**config.mk**
```make
export PLATFORM = sky130hd
export DESIGN_NAME = msg_pipe_reg
export DESIGN_NICKNAME = d
export VERILOG_FILES = /design/src/rtl/msg_pipe_reg.sv
export SDC_FILE = /design/constraint.sdc
export NUM_CORES = 1
export LEC_CHECK = 0
export ABC_CLOCK_PERIOD_IN_PS = 1800
export BUFFER_PORTS_ARGS = -buffer_cell sky130_fd_sc_hd__buf_2
export CAP_MARGIN = 5
export CORE_AREA = 8 8 155 157
export DETAILED_ROUTE_END_ITERATION = 16
export DIE_AREA = 0 0 163 165
export GPL_ROUTABILITY_DRIVEN = 0
export MAX_ROUTING_LAYER = met4
export PLACE_DENSITY = 0.61
export SETUP_SLACK_MARGIN = 0.3
export SLEW_MARGIN = 20
export SYNTH_ARGS = -nofsm -noshare
export SYNTH_HDL_FRONTEND = slang
export SYNTH_SLANG_ARGS = --single-unit
```
**constraint.sdc**
```tcl
create_clock -name clk -period 1.8 [get_ports clk]
set_input_delay 0.18 -clock clk [delete_from_list [all_inputs] [get_ports clk]]
set_output_delay 0.18 -clock clk [all_outputs]
set_load 0.03 [all_outputs]
```
**src/rtl/msg_pipe_reg.sv**
```systemverilog
// Pipeline register for the packed per-instruction message bus between stages.
// Adds stall hold, flush-to-bubble, Tnew countdown, first-exception ExcCode injection, stall counter.
module msg_pipe_reg #(
  parameter int MSG_W    = 192,
  parameter int TNEW_LSB = 0,
  parameter int TNEW_W   = 4,
  parameter int EXC_LSB  = 12,
  parameter int EXC_W    = 5,
  parameter int BD_BIT   = 17,
  parameter int PC_LSB   = 32,
  parameter int DEC_TNEW = 1,
  parameter int CNT_W    = 16
) (
  input  logic             clk,
  input  logic             reset,
  input  logic [MSG_W-1:0] msg_in,
  input  logic             valid_in,
  input  logic             stall,
  input  logic             flush,
  input  logic             req,
  input  logic             exc_valid,
  input  logic [EXC_W-1:0] exc_code,
  output logic [MSG_W-1:0] msg_out,
  output logic             valid_out,
  output logic [CNT_W-1:0] stall_cnt
);

  localparam int PC_W = 32;

  function automatic bit in_rng(input int lsb, input int w);
    return (lsb >= 0) && (w > 0) && (lsb + w <= MSG_W);
  endfunction

  function automatic bit ovl(input int a, input int aw, input int b, input int bw);
    return (a < b + bw) && (b < a + aw);
  endfunction

  localparam bit FIELDS_IN  = in_rng(TNEW_LSB, TNEW_W) && in_rng(EXC_LSB, EXC_W) &&
                              in_rng(PC_LSB, PC_W) && in_rng(BD_BIT, 1);
  localparam bit FIELDS_SEP = !ovl(TNEW_LSB, TNEW_W, EXC_LSB, EXC_W) &&
                              !ovl(TNEW_LSB, TNEW_W, PC_LSB, PC_W) &&
                              !ovl(EXC_LSB, EXC_W, PC_LSB, PC_W) &&
                              !ovl(BD_BIT, 1, TNEW_LSB, TNEW_W) &&
                              !ovl(BD_BIT, 1, EXC_LSB, EXC_W) &&
                              !ovl(BD_BIT, 1, PC_LSB, PC_W);
  localparam bit PARAMS_OK  = FIELDS_IN && FIELDS_SEP &&
                              (DEC_TNEW == 0 || DEC_TNEW == 1) && (CNT_W >= 1);

  generate
    if (!PARAMS_OK) begin : g_bad_params
      $error("msg_pipe_reg: illegal field map or parameter set");
    end
  endgenerate

  logic [MSG_W-1:0]  r_msg;
  logic              r_valid;
  logic [CNT_W-1:0]  r_cnt;

  logic [TNEW_W-1:0] w_tnew_in;
  logic [EXC_W-1:0]  w_exc_in;
  logic [MSG_W-1:0]  w_load;
  logic [MSG_W-1:0]  w_bubble;

  // Field edits apply only to real instructions; bubbles pass verbatim.
  always_comb begin
    w_tnew_in = msg_in[TNEW_LSB +: TNEW_W];
    w_exc_in  = msg_in[EXC_LSB +: EXC_W];
    w_load    = msg_in;
    if (valid_in) begin
      if (DEC_TNEW == 1 && w_tnew_in != '0)
        w_load[TNEW_LSB +: TNEW_W] = w_tnew_in - TNEW_W'(1);
      if (exc_valid && w_exc_in == '0)
        w_load[EXC_LSB +: EXC_W] = exc_code;
    end
  end

  // Bubble keeps PC and BD so an interrupt taken on it still reports the right EPC.
  always_comb begin
    w_bubble                  = '0;
    w_bubble[PC_LSB +: PC_W]  = msg_in[PC_LSB +: PC_W];
    w_bubble[BD_BIT]          = msg_in[BD_BIT];
  end

  always_ff @(posedge clk) begin
    if (!reset) begin
      r_msg   <= '0;
      r_valid <= 1'b0;
      r_cnt   <= '0;
    end else if (req) begin
      r_msg   <= '0;
      r_valid <= 1'b0;
    end else if (stall) begin
      if (r_cnt != '1)
        r_cnt <= r_cnt + CNT_W'(1);
    end else if (flush) begin
      r_msg   <= w_bubble;
      r_valid <= 1'b0;
    end else begin
      r_msg   <= w_load;
      r_valid <= valid_in;
    end
  end

  assign msg_out   = r_msg;
  assign valid_out = r_valid;
  assign stall_cnt = r_cnt;

endmodule

```
**Word-level counts from Yosys, hierarchy flattened**

Index checks and enable logic that the tools add are counted.

- Eq/ne operators: 1
- Mux-type cells: 6
- Add/sub/neg operators: 2
- Bitwise logic cells: 2
- Reduce and logical (&&, ||, !) cells: 5

Operators by type and width:

| kind | count |
|---|---|
| 2-to-1 mux 192 bit | 1 |
| adder 16 x 1 -> 16 bit, second input constant | 1 |
| inequality test 16 bit, second input constant | 1 |
| 2-to-1 mux 5 bit | 2 |
| 2-to-1 mux 4 bit | 2 |
| logical NOT 5 bit | 1 |
| nonzero test 4 bit | 1 |
| subtractor 4 x 1 -> 4 bit, second input constant | 1 |
| AND reduction 3 bit | 1 |
| inverter 1 bit | 2 |
| OR reduction 2 bit | 1 |
| logical AND 1 bit | 1 |
| 2-to-1 mux 1 bit | 1 |

- Logic and storage cells: 19
- Register bits after elaboration: 209
- Output and inout bits: 209

**Logic depth before layout (Yosys ltp)**

Gate-level depths: netlist (run 1).

- Depth in word-level cells: 5
- Gate-level depth with buffers: 7
- Depth with buffers taken out: 6

**Worst setup path before layout (run 1)**

OpenSTA, ideal clock, no wires.

- Path kind: reg-to-reg
- Start: reg r_cnt[0] (netlist: stall_cnt[0])
- End: reg r_cnt[2] (netlist: stall_cnt[2])
- Arrival time: 1.846 ns
- Data required time: 1.709 ns
- Path slack: -0.138 ns
- Period minus slack after synthesis: 1.938 ns
- Stages on the path, launching flop included: 6
- Cells stage by stage: dfxtp_1 ha_1 nand3_1 nor4_2 nor2_1 a311oi_1

- Word-level cells in the longest chain between the ends: 2
- Elaborated cells on any way between the ends: 3
- Those cells by class: add/sub: 1; eq/ne: 1; reduce/logical: 1

Ends and longest elaborated chain:

| element | line | text |
|---|---|---|
| start, declared | 57 | `logic [CNT_W-1:0] r_cnt;` |
| start signal, assigned | 94 | `r_cnt <= r_cnt + CNT_W'(1);` |
| branches (longest 2 deep; another with adder 16 x 1 -> 16 bit) | -- |  |

Several ways; the timed one is not identified.
A chain may end at the register's enable or synchronous reset.

**Worst setup path after layout (run 1)**

- Start: reg r_cnt[14] (netlist: stall_cnt[14])
- End: reg r_cnt[10] (netlist: stall_cnt[10])

- Word-level cells in the longest chain between the ends: 2

Ends and longest elaborated chain:

| element | line | text |
|---|---|---|
| inequality test 16 bit | 93 | `if (r_cnt != '1)` |
| AND reduction 3 bit (no source line) | -- |  |

Every way passes these cells.

==> impl_metrics.env, run 1 <==
export IMPL_rsz0062_at_grt="yes"
export IMPL_average_wire_per_standard_cell_um=18.0
export IMPL_maxClockFrequency_ghz=0.618
export IMPL_synth_seq_cells=209
export IMPL_synthDominantAreaCellType="sky130_fd_sc_hd__dfxtp_1"
export IMPL_comb_power_share_pct=13.0
export IMPL_max_slew_worst_pin_slew_ns=0.612
export IMPL_depth_of_the_worst_register_to_register_path=4
export IMPL_via_count_of_the_first_global_routing_pass=8278
export IMPL_timing_max_transition_violations_final=0
export IMPL_htree_levels=1
export IMPL_accumulated_negative_setup_slack_ns=0
export IMPL_detail_placement_hpwl_mm=19.6
export IMPL_status="completed"
export IMPL_worstPathRequired_ns=2.23
export IMPL_antenna_violating_nets_post_route=0
export IMPL_vias=8170
export IMPL_destination_of_the_worst_register_to_register_timing_path="stall_cnt[10]"
export IMPL_ir_drop_uv=655
export IMPL_synth_area_um2=7350
export IMPL_fp_dieH_um=165
export IMPL_drt_first_pass_iters=5
export IMPL_worstSetupPathType="flop to flop"
export IMPL_drt_iter0_drc=794
export IMPL_clock_sink_count=209
export IMPL_synth_top_cell_area_share_pct=56.9
export IMPL_synthToLayoutAreaGrowth_pct=71.7
export IMPL_reg2reg_slack_ns=0.18
export IMPL_final_setup_skew_ns=0.00623
export IMPL_postSynth_asyncResetShare_pct=0
export IMPL_final_critical_path_setup_slack_ns=0.182
export IMPL_switching_power_uw=2690
export IMPL_netlist_top_cells_count="sky130_fd_sc_hd__dfxtp_1 (209), sky130_fd_sc_hd__nor2_1 (192), sky130_fd_sc_hd__a22oi_1 (152)"
export IMPL_pwr_density_cell_nw_per_um2=861
export IMPL_worstSetupEndpointType="flop"
export IMPL_p_int_uw=8170
export IMPL_switching_share_of_power_pct=24.7
export IMPL_post_synth_main_area_contributors="sky130_fd_sc_hd__dfxtp_1 (57%), sky130_fd_sc_hd__a22oi_1 (16%), sky130_fd_sc_hd__nor2_1 (9.8%)"
export IMPL_cts_made_buffers=24
export IMPL_root_buffer="sky130_fd_sc_hd__clkbuf_16"
export IMPL_fp_dieW_um=163
export IMPL_post_synth_edffs=0
export IMPL_max_clock_path_buffers=3
export IMPL_syn_mean_instance_area_um2=9.62
export IMPL_globalRouteOverflowTotal=0
export IMPL_final_routed_drc_violation_total=0
export IMPL_path_clk_slew_ns=0.06
export IMPL_synth_top_flop_cell="sky130_fd_sc_hd__dfxtp_1"
export IMPL_io_buffers=412
export IMPL_timing_slew_headroom_pct=59.2
export IMPL_mappedNetlistNets=970
export IMPL_startpoint_type="flop"
export IMPL_period_share_pct=89.9
export IMPL_drive_above_1_share_pct=37.6
export IMPL_die_area_um2=26900
export IMPL_final_period_minus_worst_setup_slack_ns=1.62
export IMPL_endpoints_failing_hold=0
export IMPL_synth_warning_count=0
export IMPL_critical_path_peak_fanout=8
export IMPL_cp_endpoint="stall_cnt[10]"
export IMPL_netlist_cell_type_count=37
export IMPL_wire_length_of_the_first_global_routing_pass_mm=44.7
export IMPL_postSynthCellCount=764
export IMPL_synth_seq_area_share_pct=56.9
export IMPL_report_final_setup_viol=0
export IMPL_initial_utilization_pct=34.2
export IMPL_core_area_um2=21500
export IMPL_detail_route_wirelength_mm=29.7
export IMPL_tritoncts="done"
export IMPL_io_pins=413
export IMPL_design_final_nets=1560
export IMPL_leakagePower_uw=0.00586
export IMPL_critical_path_reg2reg_startpoint="stall_cnt[14]"
export IMPL_clockPowerShare_pct=43.2
export IMPL_crit_path_start="stall_cnt[14]"
export IMPL_critical_path_arrival_ns=2.05
export IMPL_viasPerCell=4.94
export IMPL_yosysMostFrequentCell="sky130_fd_sc_hd__dfxtp_1"
export IMPL_clk_insertion_delay_late_ns=0.50
export IMPL_worstHoldPathType="input pin to flop"
export IMPL_seq_power_share_pct=43.9
export IMPL_grt_max_degree=88
export IMPL_pre_cts_ws_ns=0.123
export IMPL_grt_total_usage_pct=21.1
export IMPL_number_of_antenna_violations_at_the_first_check_in_global_routing=3
export IMPL_num_rows=54
export IMPL_timing_max_cap_violations=0
==> layout make-up <==
type	instances	area [um2]
Timing Repair Buffer	627	4230
Clock inverter	7	41.3
Antenna cell	3	7.51
Sequential cell	209	4230
Fill cell	1780	8870
Clock buffer	36	727
Inverter	5	18.8
Multi-Input combinational cell	487	3020
Tap cell	280	350
==> cell families (layout without fill, tap and decap cells) <==
family          count (synthesis)  in the layout  share of synthesized area, %
simple gates                  253            254                          14.7
flops                         209            209                          56.9
compound gates                190            190                          18.9
buf+inv                        69            675                          3.61
mux                            41             41                          5.60
fa+ha+maj                       2              2                         0.340
other cells                     0              3                             0
==> how the worst min path moves through the flow <==
stage / startpoint / to / slack (ns) / cells after the start
after CTS: msg_in[13] / msg_out[13] / 0.02 / 3
after floorplan: msg_in[17] / msg_out[17] / 0.32 / 2
after global placement: msg_in[55] / msg_out[55] / 0.41 / 3
after detailed placement: msg_in[167] / msg_out[167] / 0.42 / 3
final: valid_in / valid_out / 0.03 / 3
after global routing: msg_in[15] / msg_out[15] / 0.05 / 4
==> through the flow <==
step                      cells  area [um2]  hold WS [ns]  total power, uW  util (%)
after floorplan             764        7440         0.324             5450         -
after global placement     1410        9840         0.407             5920      45.8
after detailed placement   1410        9840         0.419             5930      45.8
after CTS                  1645       12500        0.0165            11000      58.3
after global routing       1654       12600        0.0471            11300      58.7
final                      1654       12600        0.0307            10900      58.7
==> critical path, cell delays in order (launching register included) <==
cell,delay (ns)
sky130_fd_sc_hd__dfxtp_4,0.36
sky130_fd_sc_hd__and3_4,0.17
sky130_fd_sc_hd__a311o_1,0.43
sky130_fd_sc_hd__or4_1,0.44
sky130_fd_sc_hd__a21oi_1,0.14
==> cells in the final DEF (no fill, tap or decap), types with 3 or more instances in the layout <==
master	n
sky130_fd_sc_hd__mux2i_1	40
sky130_fd_sc_hd__inv_1	4
sky130_fd_sc_hd__dfxtp_1	193
sky130_fd_sc_hd__a31oi_1	5
sky130_fd_sc_hd__dlygate4sd3_1	184
sky130_fd_sc_hd__nand4_1	4
sky130_fd_sc_hd__clkinv_2	5
sky130_fd_sc_hd__o21ai_0	4
sky130_fd_sc_hd__a22oi_1	152
sky130_fd_sc_hd__clkbuf_16	25
sky130_fd_sc_hd__buf_2	411
sky130_fd_sc_hd__dfxtp_4	10
sky130_fd_sc_hd__o31ai_1	6
sky130_fd_sc_hd__diode_2	3
sky130_fd_sc_hd__nor2_1	190
sky130_fd_sc_hd__a21oi_1	14
sky130_fd_sc_hd__clkbuf_1	5
sky130_fd_sc_hd__buf_12	7
sky130_fd_sc_hd__nand3_1	4
sky130_fd_sc_hd__or4_1	7
sky130_fd_sc_hd__nand2b_1	7
sky130_fd_sc_hd__dfxtp_2	6
sky130_fd_sc_hd__clkbuf_8	6
sky130_fd_sc_hd__a2bb2oi_1	4
sky130_fd_sc_hd__nand2_1	17
sky130_fd_sc_hd__buf_4	24
==> layer usage <==
| metal | share of wire [%] | vias up | wire [um] | GRT usage (%) |
|---|---|---|---|---|
| li1 | - | 3912 | - | - |
| met3 | 10 | 72 | 3020 | 7.03 |
| met1 | 38 | 3776 | 11300 | 23.1 |
| met4 | 3.6 | 0 | 1070 | 8.59 |
| met2 | 48 | 410 | 14400 | 34.8 |
| met5 | 0 | - | 0 | - |
==> power by group through the flow <==
stage	combinational (uW)	clock [uW]	sequential, uW
2_1_floorplan	394	0	5060
3_3_place_gp	1060	0	4860
3_5_place_dp	1060	0	4860
4_1_cts	1390	4810	4760
5_1_grt	1510	5010	4770
6_report	1410	4690	4760
==> repair_timing <==
item | 4_1_cts | 5_1_grt
buffers inserted | 7 | 6
gates cloned | 1 | 0
pin swaps | 7 | 8
endpoints found under the hold margin | 184 | 0
gates resized for setup | 4 | 7
hold buffers | 184 | 0
setup endpoints to repair | 14 | 14
==> registers in the layout (all words and copies together) (netlist names) <==
| register | count |
|---|---|
| valid_out | 1 |
| stall_cnt | 16 |
| msg_out | 192 |
No activity file was read; power rests on OpenSTA's default activity.
==> run 2, diff against run 1 <==
--- a/config.mk
+++ b/config.mk
@@ -6,9 +6,10 @@
 export NUM_CORES = 1
 export LEC_CHECK = 0
 export ABC_CLOCK_PERIOD_IN_PS = 1800
-export BUFFER_PORTS_ARGS = -buffer_cell sky130_fd_sc_hd__buf_2
+export BUFFER_PORTS_ARGS = -buffer_cell sky130_fd_sc_hd__buf_4
 export CAP_MARGIN = 5
 export CORE_AREA = 8 8 155 157
+export CTS_CLUSTER_SIZE = 14
 export DETAILED_ROUTE_END_ITERATION = 16
 export DIE_AREA = 0 0 163 165
 export GPL_ROUTABILITY_DRIVEN = 0
==> impl_metrics.env, run 2 (same netlist as run 1, synthesis figures left out) <==
export IMPL_htree_levels=1
export IMPL_synthToLayoutAreaGrowth_pct=88.2
export IMPL_grt_max_degree=151
export IMPL_num_rows=54
export IMPL_depth_of_the_worst_register_to_register_path=4
export IMPL_largest_reg_flops=192
export IMPL_topRoutingLayerUsed="met4"
export IMPL_multiInputGateArea_um2=3030
export IMPL_clk_insertion_delay_late_ns=0.50
export IMPL_vias=8175
export IMPL_via_count_of_the_first_global_routing_pass=8604
export IMPL_critical_path_arrival_ns=2.04
export IMPL_fp_dieH_um=165
export IMPL_accumulated_negative_setup_slack_ns=0
export IMPL_die_area_um2=26900
export IMPL_antenna_violating_nets_post_route=0
export IMPL_period_share_pct=89.7
export IMPL_detail_placement_hpwl_mm=20.4
export IMPL_n_fill_cell=1662
export IMPL_root_buffer="sky130_fd_sc_hd__clkbuf_16"
export IMPL_rsz0062_at_grt="yes"
export IMPL_fp_dieW_um=163
export IMPL_pwr_density_cell_nw_per_um2=815
export IMPL_io_pins=413
export IMPL_clock_sink_count=209
export IMPL_crit_path_start="stall_cnt[14]"
export IMPL_worstPathRequired_ns=2.22
export IMPL_timing_max_cap_violations=0
export IMPL_globalRouteOverflowTotal=0
export IMPL_hold_slack_ns=0.0388
export IMPL_drive_above_1_share_pct=38.3
export IMPL_detail_route_wirelength_mm=31.1
export IMPL_mostFrequentLayoutCells="sky130_fd_sc_hd__buf_4 (441), sky130_fd_sc_hd__dfxtp_1 (194), sky130_fd_sc_hd__nor2_1 (190)"
export IMPL_tritoncts="done"
export IMPL_report_final_setup_viol=0
export IMPL_mostFrequentLayoutCell="sky130_fd_sc_hd__buf_4"
export IMPL_critical_path_peak_fanout=8
export IMPL_grt_total_usage_pct=22.5
export IMPL_reg2reg_slack_ns=0.18
export IMPL_initial_utilization_pct=34.2
export IMPL_cts_made_buffers=24
export IMPL_critical_path_reg2reg_startpoint="stall_cnt[14]"
export IMPL_drt_iter0_drc=680
export IMPL_regArea_um2=4230
export IMPL_max_slew_worst_pin_slew_ns=0.821
export IMPL_met1Wirelength_mm=12.3
export IMPL_path_clk_slew_ns=0.06
export IMPL_maxClockFrequency_ghz=0.619
export IMPL_worstSetupEndpointType="flop"
export IMPL_io_buffers=412
export IMPL_final_routed_drc_violation_total=0
export IMPL_timing_slew_headroom_pct=45.2
export IMPL_met2WireLength_mm=15.2
export IMPL_cp_endpoint="stall_cnt[14]"
export IMPL_status="completed"
export IMPL_wire_length_of_the_first_global_routing_pass_mm=47.7
export IMPL_design_final_nets=1571
export IMPL_average_wire_per_standard_cell_um=18.7
export IMPL_viasPerCell=4.91
export IMPL_drt_first_pass_iters=5
export IMPL_max_clock_path_buffers=3
export IMPL_core_area_um2=21500
export IMPL_startpoint_type="flop"
export IMPL_number_of_antenna_violations_at_the_first_check_in_global_routing=3
export IMPL_timing_max_transition_violations_final=0
export IMPL_met3_length_mm=2.53
export IMPL_worst_hold_path_num_cells=4
export IMPL_endpoints_failing_hold=0
export IMPL_ir_drop_uv=615
export IMPL_final_period_minus_worst_setup_slack_ns=1.62
export IMPL_worstSetupPathType="flop to flop"
export IMPL_worstHoldPathType="input pin to flop"
export IMPL_leakagePower_uw=0.00609
export IMPL_final_setup_skew_ns=0.00495
export IMPL_destination_of_the_worst_register_to_register_timing_path="stall_cnt[14]"
## run 2: changes by cell type in the layout (fill, tap and decap cells not counted), sizes merged
cell | before | now
clkinv | 7 | 6
clkinvlp | 1 | 2
inv | 4 | 5
clkbuf | 36 | 34
dlygate4sd3 | 184 | 185
buf | 443 | 453
bufinv | 0 | 2
## run 2: worst min path at each step
| stage | from | endpoint |
|---|---|---|
| 6_report | msg_in[14] | msg_out[14] |
| 5_1_grt | msg_in[12] | msg_out[12] |
| 2_1_floorplan | msg_in[17] | msg_out[17] |
| 4_1_cts | msg_in[14] | msg_out[14] |
| 3_3_place_gp | msg_in[6] | msg_out[6] |
| 3_5_place_dp | msg_in[45] | msg_out[45] |
## run 2: critical path, stage by stage, from the launching register on
cell	delay, ns
sky130_fd_sc_hd__dfxtp_4	0.35
sky130_fd_sc_hd__and3_4	0.17
sky130_fd_sc_hd__a311o_2	0.45
sky130_fd_sc_hd__or4_1	0.43
sky130_fd_sc_hd__a21oi_1	0.14
## run 2: per-layer routing
layer  vias to the layer above  track usage [%]
li1                       3939                -
met1                      3805             25.2
met2                       358             37.3
met3                        73             6.48
met4                         0             8.97
met5                         -                -
## run 2: area by class of cell
class / count / share of cell area [%]
Inverter: 5 / 0.136
Clock inverter: 10 / 0.787
Sequential cell: 209 / 30.6
Tap cell: 280 / 2.53
Clock buffer: 34 / 4.98
Antenna cell: 3 / 0.0543
Timing Repair Buffer: 638 / 39.0
Multi-Input combinational cell: 487 / 21.9
## run 2: power breakdown
group / internal (uW) / total [uW] / switching [uW]
logic: 867 / 1620 / 754
clock network: 2960 / 4880 / 1920
registers: 4710 / 4770 / 57.2
## run 2: stage by stage
step | area [um2] | total power [uW] | worst slack [ns] | cells | util [%]
global route | 13800 | 11700 | 0.140 | 1666 | 64.4
floorplan | 7440 | 5450 | 0.177 | 764 | -
CTS | 13700 | 11400 | 0.190 | 1652 | 63.7
detailed placement | 10900 | 6120 | 0.148 | 1408 | 50.7
finish | 13800 | 11300 | 0.185 | 1666 | 64.4
global placement | 10900 | 6120 | 0.169 | 1408 | 50.7
## run 2: what timing repair did
action,in CTS,in global routing
hold endpoints to repair,185,0
hold buffers,185,0
gates resized for setup,4,13
pin swaps,5,8
endpoints found under the setup margin,13,14
setup buffers,14,11
cloned,1,0
==> run 3, diff against run 2 <==
--- a/config.mk
+++ b/config.mk
@@ -5,16 +5,17 @@
 export SDC_FILE = /design/constraint.sdc
 export NUM_CORES = 1
 export LEC_CHECK = 0
+export ABC_AREA = 1
 export ABC_CLOCK_PERIOD_IN_PS = 1800
 export BUFFER_PORTS_ARGS = -buffer_cell sky130_fd_sc_hd__buf_4
 export CAP_MARGIN = 5
-export CORE_AREA = 8 8 155 157
+export CORE_AREA = 8 8 153 155
 export CTS_CLUSTER_SIZE = 14
 export DETAILED_ROUTE_END_ITERATION = 16
-export DIE_AREA = 0 0 163 165
+export DIE_AREA = 0 0 161 163
 export GPL_ROUTABILITY_DRIVEN = 0
 export MAX_ROUTING_LAYER = met4
-export PLACE_DENSITY = 0.61
+export PLACE_DENSITY = 0.64
 export SETUP_SLACK_MARGIN = 0.3
 export SLEW_MARGIN = 20
 export SYNTH_ARGS = -nofsm -noshare
==> impl_metrics.env, run 3 <==
export IMPL_io_buffers=412
export IMPL_report_final_setup_viol=0
export IMPL_core_area_um2=20800
export IMPL_final_setup_skew_ns=0.0110
export IMPL_mostFrequentLayoutCells="sky130_fd_sc_hd__nand2_1 (453), sky130_fd_sc_hd__buf_4 (417), sky130_fd_sc_hd__a21oi_1 (202)"
export IMPL_period_share_pct=77.2
export IMPL_antenna_violating_nets_post_route=0
export IMPL_cp_endpoint="stall_cnt[14]"
export IMPL_maxClockFrequency_ghz=0.720
export IMPL_worstSetupPathType="flop to flop"
export IMPL_io_pins=413
export IMPL_root_buffer="sky130_fd_sc_hd__clkbuf_16"
export IMPL_timing_max_transition_violations_final=0
export IMPL_synthToLayoutAreaGrowth_pct=80.0
export IMPL_worstPathRequired_ns=2.24
export IMPL_timing_critical_path_slowest_cell_delay_ns=0.38
export IMPL_synth_warning_count=0
export IMPL_initial_utilization_pct=37.0
export IMPL_wire_length_of_the_first_global_routing_pass_mm=50.6
export IMPL_worst_path_max_delay_cell="sky130_fd_sc_hd__dfxtp_4"
export IMPL_rsz0062_at_grt="no"
export IMPL_netlist_cell_type_count=26
export IMPL_timing_slew_headroom_pct=58.5
export IMPL_fp_dieH_um=163
export IMPL_design_final_nets=1812
export IMPL_critical_path_arrival_ns=1.83
export IMPL_drt_first_pass_iters=5
export IMPL_drt_iter0_drc=671
export IMPL_worstSetupEndpointType="flop"
export IMPL_critical_path_reg2reg_startpoint="stall_cnt[0]"
export IMPL_max_clock_path_buffers=3
export IMPL_postSynthCellCount=1025
export IMPL_vias=9018
export IMPL_accumulated_negative_setup_slack_ns=0
export IMPL_drive_above_1_share_pct=30.5
export IMPL_worst_hold_path_num_cells=5
export IMPL_detail_placement_hpwl_mm=21.8
export IMPL_average_wire_per_standard_cell_um=17.5
export IMPL_postSynth_asyncResetShare_pct=0
export IMPL_mostFrequentLayoutCell="sky130_fd_sc_hd__nand2_1"
export IMPL_max_slew_worst_pin_slew_ns=0.622
export IMPL_critical_path_peak_fanout=7
export IMPL_clock_sink_count=209
export IMPL_antenna_cells_inserted=0
export IMPL_endpoints_failing_hold=0
export IMPL_synth_top_flop_cell="sky130_fd_sc_hd__dfxtp_1"
export IMPL_yosysMostFrequentCell="sky130_fd_sc_hd__nand2_1"
export IMPL_via_count_of_the_first_global_routing_pass=9129
export IMPL_n_fill_cell=1652
export IMPL_worstHoldPathType="input pin to flop"
export IMPL_hold_slack_ns=0.0278
export IMPL_path_clk_slew_ns=0.06
export IMPL_synthDominantAreaCellType="sky130_fd_sc_hd__dfxtp_1"
export IMPL_tritoncts="done"
export IMPL_reg2reg_slack_ns=0.41
export IMPL_globalRouteOverflowTotal=0
export IMPL_status="completed"
export IMPL_die_area_um2=26200
export IMPL_htree_levels=1
export IMPL_post_synth_edffs=0
export IMPL_detail_route_wirelength_mm=33.2
export IMPL_post_synth_main_area_contributors="sky130_fd_sc_hd__dfxtp_1 (54%), sky130_fd_sc_hd__nand2_1 (22%), sky130_fd_sc_hd__a21oi_1 (13%)"
export IMPL_crit_path_start="stall_cnt[0]"
export IMPL_grt_total_usage_pct=24.5
export IMPL_destination_of_the_worst_register_to_register_timing_path="stall_cnt[14]"
export IMPL_synth_area_um2=7710
export IMPL_synth_top_cell_area_share_pct=54.3
export IMPL_final_routed_drc_violation_total=0
export IMPL_leakagePower_uw=0.00597
export IMPL_ir_drop_uv=773
export IMPL_worstPathCellList="ha_4, inv_1, nor2_2, nand3_2, a21boi_4, buf_6, nand2_1, a21oi_1"
export IMPL_grt_max_degree=128
export IMPL_netlist_top_cells_count="sky130_fd_sc_hd__nand2_1 (454), sky130_fd_sc_hd__dfxtp_1 (209), sky130_fd_sc_hd__a21oi_1 (202)"
export IMPL_syn_mean_instance_area_um2=7.52
export IMPL_viasPerCell=4.76
export IMPL_fp_dieW_um=161
export IMPL_pwr_density_cell_nw_per_um2=816
export IMPL_cts_made_buffers=23
export IMPL_startpoint_type="flop"
export IMPL_depth_of_the_worst_register_to_register_path=8
export IMPL_final_period_minus_worst_setup_slack_ns=1.39
export IMPL_clk_insertion_delay_late_ns=0.51
export IMPL_synth_seq_area_share_pct=54.3
export IMPL_num_rows=53
export IMPL_synth_seq_cells=209
export IMPL_mappedNetlistNets=1231
export IMPL_timing_max_cap_violations=0
export IMPL_largest_reg_flops=192
export IMPL_number_of_antenna_violations_at_the_first_check_in_global_routing=0
-- run 3: critical path, delay by kind of cell, from the launching register on --
family / cells / cell delay (ns)
compound gates: 2 / 0.30
fa+ha+maj: 1 / 0.15
buf+inv: 2 / 0.20
flops: 1 / 0.38
simple gates: 3 / 0.29
-- run 3: worst min-delay path by stage --
stage	startpoint	end	slack (ns)
6_report	exc_code[4]	msg_out[16]	0.03
5_1_grt	exc_code[4]	msg_out[16]	0.02
4_1_cts	exc_code[4]	msg_out[16]	0.002
3_5_place_dp	msg_in[176]	msg_out[176]	0.44
3_3_place_gp	msg_in[54]	msg_out[54]	0.43
2_1_floorplan	reset	stall_cnt[10]	0.30
-- run 3: area by class of cell --
| cell class | count | area, um2 | share of cell area, % |
|---|---|---|---|
| clock buffers | 33 | 673 | 4.85 |
| clock inverters | 7 | 120 | 0.865 |
| inverters | 22 | 82.6 | 0.595 |
| multi-input cells | 727 | 3180 | 22.9 |
| flip-flops and latches | 209 | 4210 | 30.3 |
| well taps | 275 | 344 | 2.48 |
| repair buffers | 623 | 5280 | 38.0 |
-- run 3: power breakdown --
group | internal [uW] | total, uW | switching (uW) | leakage, uW
logic | 820 | 1610 | 788 | 0.00388
clock network | 3030 | 4930 | 1900 | 0.000392
registers | 4730 | 4790 | 58.7 | 0.00170
-- run 3: per-layer routing --
metal	vias to the layer above	track usage, %	part of all wire (%)
li1	4434	-	-
met1	4152	27.6	39
met2	379	41.0	49
met3	53	7.31	8.7
met4	0	7.91	2.9
met5	-	-	0
-- run 3: cell families after synthesis --
family	synth area share (%)
xor+xnor	0.909
compound gates	14.5
simple gates	25.0
buf+inv	5.01
flops	54.3
fa+ha+maj	0.325
-- run 3: through the flow --
stage | instances | util [%] | setup WS (ns) | power, uW | cell area [um2]
floorplan | 1025 | - | 0.300 | 5450 | 7730
global placement | 1659 | 53.2 | 0.129 | 6090 | 11100
detailed placement | 1659 | 53.2 | 0.123 | 6100 | 11100
CTS | 1896 | 66.5 | 0.265 | 11400 | 13800
global route | 1896 | 66.7 | 0.296 | 11800 | 13900
finish | 1896 | 66.7 | 0.411 | 11300 | 13900
-- run 3: timing repair --
action,4_1_cts,5_1_grt
endpoints found under the hold margin,190,0
resized for setup,1,11
setup buffers,2,0
pin swaps,1,2
hold buffers,195,0
gates cloned,0,0
setup endpoints to repair,13,13
